<file path="config.mk">
export PLATFORM = sky130hd
export DESIGN_NAME = victim_cache_assoc
export DESIGN_NICKNAME = d
export VERILOG_FILES = /design/src/rtl/vc_assoc_pkg.sv /design/src/rtl/vc_plru_tree.sv /design/src/rtl/victim_cache_assoc.sv
export SDC_FILE = /design/constraint.sdc
export NUM_CORES = 2
export LEC_CHECK = 0
export ABC_AREA = 1
export CORE_MARGIN = 2
export CORE_UTILIZATION = 45
export DETAILED_ROUTE_END_ITERATION = 8
export PLACE_DENSITY = 0.72
export SKIP_CTS_REPAIR_TIMING = 1
export SLEW_MARGIN = 30
export SYNTH_ARGS = -nofsm -noshare
export SYNTH_HDL_FRONTEND = slang
export SYNTH_SLANG_ARGS = --single-unit
</file>
<file path="constraint.sdc">
create_clock -name clk_i -period 4.17 [get_ports clk_i]
set_clock_uncertainty 0.1 [all_clocks]
set_input_delay 0.834 -clock clk_i [delete_from_list [all_inputs] [get_ports clk_i]]
set_output_delay 0.834 -clock clk_i [all_outputs]
set_load 0.005 [all_outputs]
</file>
<file path="src/rtl/vc_assoc_pkg.sv">
// Shared types and constants for the fully-associative victim cache.
// Optional statistics counters are built only when VC_STATS_EN is defined.
package vc_assoc_pkg;

  localparam int VC_ADDR_W   = 32;
  localparam int VC_LINE_W   = 128;
  localparam int VC_OFFSET_W = 4;
  localparam int VC_TAG_W    = VC_ADDR_W - VC_OFFSET_W;
  localparam int VC_CNT_W    = 32;

  typedef enum logic [1:0] {
    IDLE,
    RESP,
    WB
  } vc_state_e;

  typedef struct packed {
    logic                 valid;
    logic                 dirty;
    logic [VC_TAG_W-1:0]  tag;
    logic [VC_LINE_W-1:0] data;
  } vc_entry_t;

  typedef struct packed {
    logic [VC_ADDR_W-1:0] addr;
    logic [VC_LINE_W-1:0] data;
  } vc_wb_t;

  function automatic logic [VC_CNT_W-1:0] vc_sat_inc(input logic [VC_CNT_W-1:0] v);
    return (&v) ? v : v + VC_CNT_W'(1);
  endfunction

endpackage

</file>
<file path="src/rtl/vc_plru_tree.sv">
// Tree pseudo-LRU: NUM_WAYS-1 node bits, updated on every write to point away
// from the written way; victim_o follows the node bits from the root.
module vc_plru_tree #(
  parameter int NUM_WAYS = 4
) (
  input  logic                        clk_i,
  input  logic                        rst_ni,
  input  logic                        we_i,
  input  logic [$clog2(NUM_WAYS)-1:0] way_i,
  output logic [$clog2(NUM_WAYS)-1:0] victim_o
);

  localparam int LVL = $clog2(NUM_WAYS);

  logic [NUM_WAYS-2:0] tree_q, tree_d;
  logic [LVL:0]        node;
  logic [LVL-1:0]      upd_node;

  // Heap layout: node n has children 2n+1 (bit 0, left) and 2n+2 (bit 1, right).
  always_comb begin
    node = '0;
    for (int l = 0; l < LVL; l++) begin
      node = (node << 1) + (LVL+1)'(1) + (LVL+1)'(tree_q[node[LVL-1:0]]);
    end
    // Leaf index is NUM_WAYS-1+way, so modulo NUM_WAYS the way is leaf+1.
    victim_o = node[LVL-1:0] + LVL'(1);
  end

  always_comb begin
    tree_d   = tree_q;
    upd_node = '0;
    if (we_i) begin
      for (int l = 0; l < LVL; l++) begin
        upd_node         = LVL'((2 ** l) - 1) + LVL'(way_i >> (LVL - l));
        tree_d[upd_node] = ~way_i[LVL-1-l];
      end
    end
  end

  always_ff @(posedge clk_i or negedge rst_ni) begin
    if (!rst_ni) tree_q <= '0;
    else         tree_q <= tree_d;
  end

endmodule

</file>
<file path="src/rtl/victim_cache_assoc.sv">
// Fully-associative victim cache between L1 and the next level: lookup, insert/swap,
// pLRU replacement with dirty write-back. Define VC_STATS_EN for access/hit/miss counters.
module victim_cache_assoc
  import vc_assoc_pkg::*;
#(
  parameter int NUM_WAYS = 4,
  parameter int ADDR_W   = VC_ADDR_W,
  parameter int LINE_W   = VC_LINE_W,
  parameter int OFFSET_W = VC_OFFSET_W
) (
  input  logic              clk_i,
  input  logic              rst_ni,
  input  logic              lookup_valid_i,
  input  logic [ADDR_W-1:0] lookup_addr_i,
  output logic              lookup_ready_o,
  input  logic              evict_valid_i,
  input  logic [ADDR_W-1:0] evict_addr_i,
  input  logic [LINE_W-1:0] evict_data_i,
  input  logic              evict_dirty_i,
  output logic              evict_ready_o,
  output logic              resp_valid_o,
  output logic              resp_hit_o,
  output logic [LINE_W-1:0] resp_data_o,
  output logic              resp_dirty_o,
  output logic              wb_valid_o,
  output logic [ADDR_W-1:0] wb_addr_o,
  output logic [LINE_W-1:0] wb_data_o,
  input  logic              wb_ready_i,
  output logic [31:0]       no_acc_o,
  output logic [31:0]       no_hit_o,
  output logic [31:0]       no_miss_o
);

  localparam int TAG_W = ADDR_W - OFFSET_W;
  localparam int WAY_W = $clog2(NUM_WAYS);

  vc_state_e   state_q, state_d;
  vc_entry_t   entries_q [NUM_WAYS];
  vc_entry_t   entries_d [NUM_WAYS];
  vc_wb_t      wb_q, wb_d;
  logic        wb_pending_q, wb_pending_d;
  logic        resp_pending_q, resp_pending_d;
  logic        resp_hit_q, resp_hit_d;
  logic        resp_dirty_q, resp_dirty_d;
  logic [LINE_W-1:0] resp_data_q, resp_data_d;

  logic [TAG_W-1:0] lk_tag, ev_tag;
  logic             lk_hit, ev_match, inv_any, displace, wb_capture;
  logic [WAY_W-1:0] lk_idx, ev_idx, inv_idx, tgt_idx, plru_victim;
  logic             acc_lookup, acc_evict;
  logic             unused_ok;

  assign unused_ok = ^{lookup_addr_i[OFFSET_W-1:0], evict_addr_i[OFFSET_W-1:0]};

  assign lookup_ready_o = (state_q == IDLE);
  assign evict_ready_o  = (state_q == IDLE);
  assign acc_lookup     = lookup_valid_i & lookup_ready_o;
  assign acc_evict      = evict_valid_i & evict_ready_o;
  assign lk_tag         = lookup_addr_i[ADDR_W-1:OFFSET_W];
  assign ev_tag         = evict_addr_i[ADDR_W-1:OFFSET_W];

  // Descending scans leave the lowest matching index selected.
  always_comb begin
    lk_hit   = 1'b0;
    lk_idx   = '0;
    ev_match = 1'b0;
    ev_idx   = '0;
    inv_any  = 1'b0;
    inv_idx  = '0;
    for (int i = NUM_WAYS - 1; i >= 0; i--) begin
      if (entries_q[i].valid && entries_q[i].tag == lk_tag) begin
        lk_hit = 1'b1;
        lk_idx = WAY_W'(i);
      end
      if (entries_q[i].valid && entries_q[i].tag == ev_tag) begin
        ev_match = 1'b1;
        ev_idx   = WAY_W'(i);
      end
      if (!entries_q[i].valid) begin
        inv_any = 1'b1;
        inv_idx = WAY_W'(i);
      end
    end
  end

  always_comb begin
    displace = 1'b0;
    tgt_idx  = plru_victim;
    if (ev_match)                  tgt_idx = ev_idx;
    else if (acc_lookup && lk_hit) tgt_idx = lk_idx;
    else if (inv_any)              tgt_idx = inv_idx;
    else                           displace = 1'b1;
  end

  assign wb_capture = acc_evict & displace & entries_q[plru_victim].dirty;

  vc_plru_tree #(.NUM_WAYS(NUM_WAYS)) u_plru (
    .clk_i    (clk_i),
    .rst_ni   (rst_ni),
    .we_i     (acc_evict),
    .way_i    (tgt_idx),
    .victim_o (plru_victim)
  );

  // Insert is applied after the lookup invalidate so a same-tag insert wins.
  always_comb begin
    entries_d = entries_q;
    if (acc_lookup && lk_hit) entries_d[lk_idx].valid = 1'b0;
    if (acc_evict) begin
      entries_d[tgt_idx].valid = 1'b1;
      entries_d[tgt_idx].dirty = evict_dirty_i | (ev_match & entries_q[tgt_idx].dirty);
      entries_d[tgt_idx].tag   = ev_tag;
      entries_d[tgt_idx].data  = evict_data_i;
    end
  end

  always_comb begin
    state_d        = state_q;
    wb_d           = wb_q;
    wb_pending_d   = wb_pending_q;
    resp_pending_d = resp_pending_q;
    resp_hit_d     = resp_hit_q;
    resp_dirty_d   = resp_dirty_q;
    resp_data_d    = resp_data_q;
    case (state_q)
      IDLE: begin
        if (acc_lookup || acc_evict) begin
          state_d        = RESP;
          resp_pending_d = acc_lookup;
          resp_hit_d     = acc_lookup & lk_hit;
          resp_dirty_d   = acc_lookup & lk_hit & entries_q[lk_idx].dirty;
          resp_data_d    = (acc_lookup && lk_hit) ? entries_q[lk_idx].data : '0;
          wb_pending_d   = wb_capture;
          if (wb_capture) begin
            wb_d.addr = {entries_q[plru_victim].tag, {OFFSET_W{1'b0}}};
            wb_d.data = entries_q[plru_victim].data;
          end
        end
      end
      RESP: begin
        state_d        = wb_pending_q ? WB : IDLE;
        wb_pending_d   = 1'b0;
        resp_pending_d = 1'b0;
      end
      WB: begin
        if (wb_ready_i) state_d = IDLE;
      end
      default: state_d = IDLE;
    endcase
  end

  always_ff @(posedge clk_i or negedge rst_ni) begin
    if (!rst_ni) begin
      state_q        <= IDLE;
      entries_q      <= '{default: '0};
      wb_q           <= '0;
      wb_pending_q   <= 1'b0;
      resp_pending_q <= 1'b0;
      resp_hit_q     <= 1'b0;
      resp_dirty_q   <= 1'b0;
      resp_data_q    <= '0;
    end else begin
      state_q        <= state_d;
      entries_q      <= entries_d;
      wb_q           <= wb_d;
      wb_pending_q   <= wb_pending_d;
      resp_pending_q <= resp_pending_d;
      resp_hit_q     <= resp_hit_d;
      resp_dirty_q   <= resp_dirty_d;
      resp_data_q    <= resp_data_d;
    end
  end

  assign resp_valid_o = (state_q == RESP) & resp_pending_q;
  assign resp_hit_o   = resp_valid_o & resp_hit_q;
  assign resp_dirty_o = resp_valid_o & resp_dirty_q;
  assign resp_data_o  = resp_valid_o ? resp_data_q : '0;
  assign wb_valid_o   = (state_q == WB);
  assign wb_addr_o    = wb_valid_o ? wb_q.addr : '0;
  assign wb_data_o    = wb_valid_o ? wb_q.data : '0;

`ifdef VC_STATS_EN
  logic [VC_CNT_W-1:0] acc_cnt_q, acc_cnt_d, hit_cnt_q, hit_cnt_d, miss_cnt_q, miss_cnt_d;

  always_comb begin
    acc_cnt_d  = acc_cnt_q;
    hit_cnt_d  = hit_cnt_q;
    miss_cnt_d = miss_cnt_q;
    if (acc_lookup) begin
      acc_cnt_d = vc_sat_inc(acc_cnt_q);
      if (lk_hit) hit_cnt_d  = vc_sat_inc(hit_cnt_q);
      else        miss_cnt_d = vc_sat_inc(miss_cnt_q);
    end
  end

  always_ff @(posedge clk_i or negedge rst_ni) begin
    if (!rst_ni) begin
      acc_cnt_q  <= '0;
      hit_cnt_q  <= '0;
      miss_cnt_q <= '0;
    end else begin
      acc_cnt_q  <= acc_cnt_d;
      hit_cnt_q  <= hit_cnt_d;
      miss_cnt_q <= miss_cnt_d;
    end
  end

  assign no_acc_o  = acc_cnt_q;
  assign no_hit_o  = hit_cnt_q;
  assign no_miss_o = miss_cnt_q;
`else
  assign no_acc_o  = '0;
  assign no_hit_o  = '0;
  assign no_miss_o = '0;
`endif

endmodule

</file>
==> metrics <==
maxcap violations 0; Worst-Skew Late Latency ~0.7 ns; RSZ-0062 raised after global routing false; hpwl dp roughly 130,000 um; leading area contributor after synthesis dfrtp_1; Die H about 330 um; Reg clk slew, reported paths 0.06 ns; die area about 110,000 um^2; Initial Utilization roughly 45%; synth warn 0; fmax between 0.2 and 0.25 GHz; drt drc 0; nets around 7,300; Synth Area in Adders 0%; final non-filler cell area between 60,000 and 70,000 um^2; die width 333.7 um; post-layout min period roughly 4.0 ns; areal power density over the cells about 730 nW/um^2; Critical Path Sink Type output port; row count 120; main combinational cell family by area after synthesis compound AO/OA/AOI/OAI gates; setup tns final 0 ns; count leader, synth nand2_1; post-detailed-route count of antenna-violating nets 0; Hold Fails Final Rpt 0; clock sink total 925; Seq cells post-synth between 900 and 1,000; vias per cell 5.488; layout cells sized above 1 under 10%; Worst Setup Start Kind flop; Peak VDD IR roughly 0.88 mV; Post-Synthesis Cells 6,612; worst hold margin 0.03002 ns; CTS tree done; WL final between 150,000 and 200,000 um; kind of critical path flop to output port; Yosys cell types between 40 and 50; Routability Congestion between 1 and 1.5; Avg WL per Cell between 20 and 25 um; Core ar. about 110,000 um^2; top-area cell type share of the netlist area 47.33%; Worst Max-Slew Pin Slew ~0.90 ns; final slew viol count 0; DR pass1 iterations 6; top post-synthesis cells by area dfrtp_1 (47%), nand2_1 (11%), o21ai_0 (11%); DR vias 46,990; PortBufs around 480; Seq/Total Area, Yosys between 40% and 50%; Layout area overhead 23.89%; Worst EP arrival between 3 and 4 ns; synthesized cell area 48,910 um^2; Syn Area/Cell about 7.4 um^2; Synth Area in Simple Gates about 18%; first-pass GRT wire length 273,800 um; mux contribution to synthesized area 0%; CTS Buffer Depth 3; DRT iter0 DRCs approximately 4,600; clk root buf clkbuf_16; final setup violation count 0; io pins a little under 600; Area after DPL 56,880 um^2; Inserted Clock Buffers between 100 and 150; ys async rst share 100.0%; EDFF count, synth 0; status finished clean; period utilisation layout between 90% and 100%; largest net degree at the start of global routing roughly 160; slew margin rel. about two fifths; H-tree depth 3; initial antenna violation count 3; post-synthesis compound-gate area fraction a little over a fifth; CP Max Fanout 63; Leakage 28.94 nW; Crit path required time around 3.2 ns; number of global-route vias before repair 44,770; Post-Synth XOR/XNOR Area 1.021%; Total GRT Usage 32.03%; top_reg_cell synth dfrtp_1; grt ovf 0; Final Util 56.36%; min-delay worst type primary input to asynchronous set/reset pin; Commonest cells post-synth nand2_1 (1,433), o21ai_0 (1,039), dfrtp_1 (925)
==> cells by family (layout without fill, tap and decap cells) <==
kind of cell,count (synthesis),count (layout)
buffers and inverters,1420,1866
XOR/XNOR,57,57
other,1,102
AND/OR/NAND/NOR,2187,2187
AO/OA/AOI/OAI,2022,2022
flip-flops,925,925
==> state kept, by name, indices dropped and copies added, names as in the netlist <==
name,flops
entries_q,632
state_q,2
resp_hit_q,1
resp_pending_q,1
resp_data_q,128
wb_q,156
resp_dirty_q,1
wb_pending_q,1
u_plru.tree_q,3
==> layer usage <==
layer / global-route usage (%) / share of wire (%) / wire length (um)
met5: 0 / 0.0072 / 13
met1: 44.41 / 43 / 77000
met3: 4.553 / 7.9 / 14290
met4: 13.34 / 4.1 / 7475
met2: 50.45 / 45 / 82320
==> path summary, 6_finish.rpt <==
check	from	to	slack [ns]	cells after the start
setup / recovery	state_q[1]	wb_data_o[12]	0.14	6
hold / removal	rst_ni	entries_q[300]	0.03	1
setup reg to reg	entries_q[631]	entries_q[528]	0.86	17
hold reg to reg	entries_q[352]	entries_q[352]	0.38	2
max in group asynchronous	rst_ni	entries_q[574]	2.75	3
min in group clk_i	entries_q[352]	entries_q[352]	0.38	2
==> through the flow <==
step,total power [mW],cells,worst slack (ns)
detailed placement,34.17,8371,0.02193
global placement,33.63,8371,0.007639
CTS,44.26,8560,-0.1472
finish,44.35,8562,0.1437
global route,47.44,8562,0.07559
floorplan,26.64,6711,1.293
==> cells in the final DEF (no fill, tap or decap), types with 10 or more instances in the layout <==
cell / n
nand2_1: 1432
o21ai_0: 1039
dfrtp_1: 923
inv_1: 850
a21oi_1: 602
nor2_1: 561
clkdlybuf4s50_1: 478
buf_4: 204
o21ai_1: 143
clkbuf_16: 105
buf_12: 104
conb_1: 100
o22ai_1: 93
o211ai_1: 90
nor3_1: 68
nand4_1: 58
o31ai_1: 40
xnor2_1: 35
inv_2: 31
nand3_1: 30
xor2_1: 22
clkbuf_8: 21
clkbuf_1: 20
bufinv_16: 16
clkinv_2: 15
o21ai_2: 10
==> power by group <==
part | total (mW) | leakage (nW) | internal (mW) | switching [mW]
Clock | 9.92 | 1.81 | 5.99 | 3.93
Combinational | 19.2 | 15.6 | 6.64 | 12.6
Sequential | 15.2 | 11.5 | 12.7 | 2.52
==> critical path: stages (launching register included) <==
cell             delay [ns]
dfrtp_1                0.42
inv_1                  0.06
nor2_1                 0.38
inv_6                  0.28
buf_12                 0.28
nor2_1                 0.31
clkdlybuf4s50_1        0.58
==> final cells by class <==
cell class,instances,area [um^2]
fillers,9795,46910
diodes,2,5.005
inverters,889,3367
well taps,1403,1755
repair buffers,788,8424
multi-input cells,4366,20190
flip-flops and latches,925,23150
clock buffers,146,2992
clock inverters,43,708.2
(Power assumes the default switching activity.)
